`src/rtl/mem_manager_pkg.sv`:
```
// Types and default widths shared by the memory-manager blocks
// (the Avalon read master and the mining user logic).
package mem_manager_pkg;

    localparam int ADDR_W = 28;
    localparam int DATA_W = 32;
    localparam int BE_W   = 4;

    typedef enum logic {
        RM_IDLE,
        RM_ACTIVE
    } rm_state_t;

endpackage

```
`src/rtl/sync_fifo.sv`:
```
// Single-clock show-ahead FIFO: the head word is visible on rdata whenever
// empty is low, and a pop advances to the next word on the following cycle.
module sync_fifo #(
    parameter int DATAWIDTH      = 32,
    parameter int FIFODEPTH_LOG2 = 3
) (
    input  logic                      clk,
    input  logic                      reset,
    input  logic                      push,
    input  logic [DATAWIDTH-1:0]      wdata,
    input  logic                      pop,
    output logic [DATAWIDTH-1:0]      rdata,
    output logic                      empty,
    output logic                      full,
    output logic [FIFODEPTH_LOG2:0]   used
);

    localparam int DEPTH = 1 << FIFODEPTH_LOG2;

    logic [DATAWIDTH-1:0]    mem [DEPTH];
    logic [FIFODEPTH_LOG2:0] wr_ptr;
    logic [FIFODEPTH_LOG2:0] rd_ptr;
    logic                    do_push;
    logic                    do_pop;

    assign do_push = push && !full;
    assign do_pop  = pop && !empty;

    always_ff @(posedge clk) begin
        if (reset) begin
            wr_ptr <= '0;
            rd_ptr <= '0;
        end else begin
            if (do_push) wr_ptr <= wr_ptr + 1'b1;
            if (do_pop)  rd_ptr <= rd_ptr + 1'b1;
        end
    end

    // NOTE: the storage array has no reset; only the pointers do. Stale
    // contents are never observable because rdata is forced to zero when empty.
    always_ff @(posedge clk) begin
        if (do_push) mem[wr_ptr[FIFODEPTH_LOG2-1:0]] <= wdata;
    end

    // Pointers carry one extra bit so full and empty are distinguishable.
    assign used  = wr_ptr - rd_ptr;
    assign empty = (used == '0);
    assign full  = used[FIFODEPTH_LOG2];
    assign rdata = empty ? '0 : mem[rd_ptr[FIFODEPTH_LOG2-1:0]];

endmodule

```
`src/rtl/avalon_read_master.sv`:
```
// Avalon-MM pipelined read master: walks a (base, length) window one word at a
// time and buffers the returned data in a show-ahead FIFO for the user logic.
module avalon_read_master
    import mem_manager_pkg::*;
#(
    parameter int ADDRESSWIDTH    = ADDR_W,
    parameter int DATAWIDTH       = DATA_W,
    parameter int BYTEENABLEWIDTH = BE_W,
    parameter int FIFODEPTH       = 8,
    parameter int FIFODEPTH_LOG2  = 3
) (
    input  logic                       clk,
    input  logic                       reset,
    input  logic                       control_fixed_location,
    input  logic [ADDRESSWIDTH-1:0]    control_read_base,
    input  logic [ADDRESSWIDTH-1:0]    control_read_length,
    input  logic                       control_go,
    output logic                       control_done,
    input  logic                       user_read_buffer,
    output logic [DATAWIDTH-1:0]       user_buffer_output_data,
    output logic                       user_data_available,
    output logic [ADDRESSWIDTH-1:0]    master_address,
    output logic                       master_read,
    output logic [BYTEENABLEWIDTH-1:0] master_byteenable,
    input  logic [DATAWIDTH-1:0]       master_readdata,
    input  logic                       master_readdatavalid,
    input  logic                       master_waitrequest
);

    localparam int PW = FIFODEPTH_LOG2 + 1;
    localparam logic [ADDRESSWIDTH-1:0] STEP     = ADDRESSWIDTH'(BYTEENABLEWIDTH);
    localparam logic [ADDRESSWIDTH-1:0] LEN_MASK = ~ADDRESSWIDTH'(BYTEENABLEWIDTH - 1);
    localparam logic [PW:0]             DEPTH    = (PW + 1)'(FIFODEPTH);

    rm_state_t               state_q, state_n;
    logic [ADDRESSWIDTH-1:0] addr_q, addr_n;
    logic [ADDRESSWIDTH-1:0] len_q, len_n;
    logic                    fixed_q, fixed_n;
    logic [PW-1:0]           pending_q, pending_n;
    logic [PW-1:0]           fifo_used, used_n;
    logic [PW:0]             occupancy_n;
    logic                    read_q, read_n;
    logic                    done_q;
    logic                    accept;
    logic                    push;
    logic                    pop;
    logic                    fifo_empty;
    logic                    fifo_full;

    assign accept = read_q && !master_waitrequest;
    // Returns with nothing outstanding belong to a transfer abandoned by reset.
    assign push   = master_readdatavalid && (pending_q != '0) && !fifo_full;
    assign pop    = user_read_buffer && !fifo_empty;

    // NOTE: every output of this block gets a default before the case so no
    // path leaves a variable unassigned, which would otherwise infer a latch.
    always_comb begin
        state_n   = state_q;
        addr_n    = addr_q;
        len_n     = len_q;
        fixed_n   = fixed_q;
        pending_n = pending_q + PW'(accept) - PW'(push);
        unique case (state_q)
            RM_IDLE: begin
                if (control_go) begin
                    addr_n  = control_read_base;
                    len_n   = control_read_length & LEN_MASK;
                    fixed_n = control_fixed_location;
                    if (len_n != '0) state_n = RM_ACTIVE;
                end
            end
            RM_ACTIVE: begin
                if (accept) begin
                    len_n = len_q - STEP;
                    if (!fixed_q) addr_n = addr_q + STEP;
                end
                if (len_n == '0 && pending_n == '0) state_n = RM_IDLE;
            end
        endcase
    end

    // master_read is registered, so the issue condition is evaluated on the
    // next-cycle counters. Without an accept the sum never grows, which keeps
    // the request stable across waitrequest.
    always_comb begin
        used_n      = fifo_used + PW'(push) - PW'(pop);
        occupancy_n = {1'b0, used_n} + {1'b0, pending_n};
        read_n      = (state_n == RM_ACTIVE) && (len_n != '0) && (occupancy_n < DEPTH);
    end

    // NOTE: sequential state is updated only with non-blocking assignments so
    // every register samples the values from before the edge.
    always_ff @(posedge clk) begin
        if (reset) begin
            state_q   <= RM_IDLE;
            addr_q    <= '0;
            len_q     <= '0;
            fixed_q   <= 1'b0;
            pending_q <= '0;
            read_q    <= 1'b0;
            done_q    <= 1'b1;
        end else begin
            state_q   <= state_n;
            addr_q    <= addr_n;
            len_q     <= len_n;
            fixed_q   <= fixed_n;
            pending_q <= pending_n;
            read_q    <= read_n;
            done_q    <= (state_n == RM_IDLE);
        end
    end

    sync_fifo #(
        .DATAWIDTH      (DATAWIDTH),
        .FIFODEPTH_LOG2 (FIFODEPTH_LOG2)
    ) u_fifo (
        .clk   (clk),
        .reset (reset),
        .push  (push),
        .wdata (master_readdata),
        .pop   (pop),
        .rdata (user_buffer_output_data),
        .empty (fifo_empty),
        .full  (fifo_full),
        .used  (fifo_used)
    );

    assign control_done        = done_q;
    assign master_read         = read_q;
    assign master_address      = addr_q;
    assign master_byteenable   = '1;
    assign user_data_available = !fifo_empty;

endmodule

```
`config.mk`:
```
export PLATFORM = sky130hd
export DESIGN_NAME = avalon_read_master
export DESIGN_NICKNAME = d
export VERILOG_FILES = /design/src/rtl/mem_manager_pkg.sv /design/src/rtl/sync_fifo.sv /design/src/rtl/avalon_read_master.sv
export SDC_FILE = /design/constraint.sdc
export NUM_CORES = 1
export LEC_CHECK = 0
export CORE_MARGIN = 3
export CORE_UTILIZATION = 40
export CTS_CLUSTER_DIAMETER = 40
export DETAILED_ROUTE_END_ITERATION = 12
export GPL_TIMING_DRIVEN = 0
export PLACE_DENSITY = 0.7
export SLEW_MARGIN = 5
export SYNTH_ARGS = -nofsm -noshare
export SYNTH_HDL_FRONTEND = slang
export SYNTH_HIERARCHICAL = 1
export SYNTH_SLANG_ARGS = --single-unit
export TNS_END_PERCENT = 10
```
`constraint.sdc`:
```
create_clock -name clk -period 12.75 [get_ports clk]
set_input_delay 3.1875 -clock clk [delete_from_list [all_inputs] [get_ports clk]]
set_output_delay 3.1875 -clock clk [all_outputs]
set_load 0.03 [all_outputs]
```
==> out/qor.txt <==
Top cell type's share of synthesized area - 0.509
Avg Cell Area, Syn - 13.7 um^2
Sequential fraction of the synthesis area - 0.608
Worst path cell trace - clkbuf_1 -> inv_1 -> ha_1 -> inv_1 -> fa_1 -> nor3_2 -> and3_1 -> buf_6 -> buf_6 -> nor2_1 -> clkdlybuf4s50_1
First-pass GRT wire length - 60200 um
Router iterations before antenna repair - 5
Max cap viols - 0
Largest stage delay on the critical path - 0.61 ns
FILL cells - 3158
Critical path class - flop to output pin
FFs w/ async S/R, synth - 0
Min-delay src - fixed_q
Worst-Skew Late Latency - 0.58 ns
RR Startpoint - u_fifo/wr_ptr[0]
Die Y - 200 um
Most frequent cells after synthesis - edfxtp_1, nor2_1, dfxtp_1
CP Data Arrival Time - 3.97 ns
Area contributors post-synth - edfxtp_1, dfxtp_1, mux4_2
Crit share post-route - 0.562
Synth Register Bits - 331
CTS Hold Bufs - 0
Port bufs - 154
Setup ws final - 5.59 ns
Nets - 1459
Area leader, netlist - edfxtp_1
Overall Global Routing Usage - 0.190
Placement Setup Slack - 5.53 ns
Fmax - 140 MHz
Placed cells - 1798
Worst Max-Slew Pin Slew - 1.04 ns
Detailed placer's ending HPWL - 27100 um
GRT overflow - 0
Clk buf depth - 3
Post-CTS setup repair buffer count - 0
Total wire length - 38500 um
Compound-Gate Fraction of Synth Area - 0.0753
Post-route ant nets - 0
Pin count of the biggest net entering global routing - 18
Fin Setup TNS - 0 ns
Post-Synth XOR/XNOR Area - 0.0128
Initial core utilization - 0.409
Synth cell types - 81
# IOs - 162
Worst Path Max Fanout - 11
H-Tree Depth - 2
Yosys warnings - 6
Max-slew violation count - 0
Hold Crit Class - flop to flop
Startpoint Class - flop
PD cells - 222 nW/um^2
Final non-filler cell total - 1883
Number of remaining DRC errors - 0
DR iter-0 viols - 776
GP Congestion - 0.924
Initial antenna violation count - 2
CP required - 9.56 ns
Top FF cell, synth - edfxtp_1
Vias in the first global route - 10400
Worst Setup SP - u_fifo/wr_ptr[0]
Post-synthesis simple-gate area fraction - 0.121
Multiplexer share of the synthesized area - 0.132
TritonCTS clock tree - done
Number of CTS-inserted buffers - 46
Clk root buf - clkbuf_16
Count leader, synth - edfxtp_1
DR vias/cell - 5.49
Min Tclk post-route - 7.16 ns
Clock skew - 0.0216 ns
Area grow syn2layout - 27.0%
Main combinational cell family by area after synthesis - multiplexers
Die area - 40100 um^2
Slew HR - 0.309
Vias - 10300
CORE AREA - 37000 um^2
Post-CTS sizing - 0
Status - complete, no violations
Share of cells above drive strength 1 - 0.171
Hold Fails Final Rpt - 0
Routed wire per std cell - 20.5 um
Die width - 200 um
Static Leak - 0.00630 uW
Post-Synth Adder-Cell Area - 0.0197
Worst IR Drop VDD - 0.000135 V
# rows - 70
CP max-delay cell - clkdlybuf4s50_1
Area of the mapped netlist - 15100 um^2
Synth Instances - 1104
Final setup viols - 0
Number of synthesized flops with an enable pin - 256
CTS Sinks - 331
Worst setup EP type - output pin
RSZ-0062 raised after global routing - no
Worst-path clk slew - 0.06 ns
[power breakdown]
part	internal (uW)	total (uW)	switching (uW)
combinational	715	1690	977
sequential	1270	1310	45.8
clock	742	1250	507
[kinds of logic after synthesis]
kind of cell / count (synthesis)
flip-flops: 331
AND/OR/NAND/NOR: 330
AO/OA/AOI/OAI: 174
multiplexers: 119
buffers and inverters: 105
adder cells (fa/ha/maj): 22
XOR/XNOR: 22
other: 1
[worst max-delay path: cells and delay by family, from the launching register on]
kind / cells / cell delay, ns
adder cells (fa/ha/maj): 2 / 0.77
buffers and inverters: 6 / 1.51
AND/OR/NAND/NOR: 3 / 0.77
flip-flops: 1 / 0.33
[cell usage in the layout (no fill, tap or decap), types with 41 or more instances in the layout]
| master | netlist | routed |
|---|---|---|
| edfxtp_1 | 256 | 256 |
| clkdlybuf4s50_1 | 0 | 154 |
| nor2_1 | 86 | 85 |
| dfxtp_1 | 75 | 75 |
| mux4_2 | 64 | 64 |
| a21oi_1 | 54 | 54 |
| nand2_1 | 47 | 47 |
| mux2i_1 | 47 | 47 |
| clkbuf_16 | 0 | 46 |
| clkbuf_1 | 38 | 41 |
[routing by layer]
metal | track usage | vias to the layer above | wire (um)
met3 | 0.0354 | 90 | 2240
met2 | 0.315 | 375 | 18600
met1 | 0.251 | 5107 | 16400
met4 | 0.0710 | 2 | 1280
met5 | 0 | - | 13
li1 | - | 4771 | -
[registers in the layout (all words and copies together), names as in the netlist, named ones only]
register and cells:
control_done 1, fixed_q 1, len_q 28, master_address 28
master_read 1, pending_q 4, state_q 1, u_fifo/mem 256
u_fifo/rd_ptr 4, u_fifo/wr_ptr 4
[worst paths after layout]
kind                                       to  slack [ns]  cells after the start
hold reg to reg                       fixed_q        0.45                      2
setup reg to reg                  master_read        7.64                     19
setup / recovery  user_buffer_output_data[22]        5.59                     11
hold / removal                        fixed_q        0.45                      2
[metrics by stage]
step           power (uW)  utilization  area, um^2  hold slack [ns]
2_1_floorplan        2410            -       15100            0.431
3_3_place_gp         2990        0.468       17300            0.445
3_5_place_dp         3040        0.477       17600            0.446
4_1_cts              4300        0.519       19200            0.453
5_1_grt              4450        0.519       19200            0.482
6_report             4250        0.519       19200            0.453
[area by class of cell]
cell class	instances	area, um^2	share of cell area
flip-flops and latches	331	9190	0.479
multi-input cells	671	5520	0.288
repair buffers	187	1850	0.0963
clock buffers	49	1160	0.0606
well taps	504	631	0.0329
clock inverters	35	374	0.0195
plain buffers	72	340	0.0177
inverters	33	124	0.00646
diodes	1	2.50	0.000130
(Power assumes the default switching activity.)
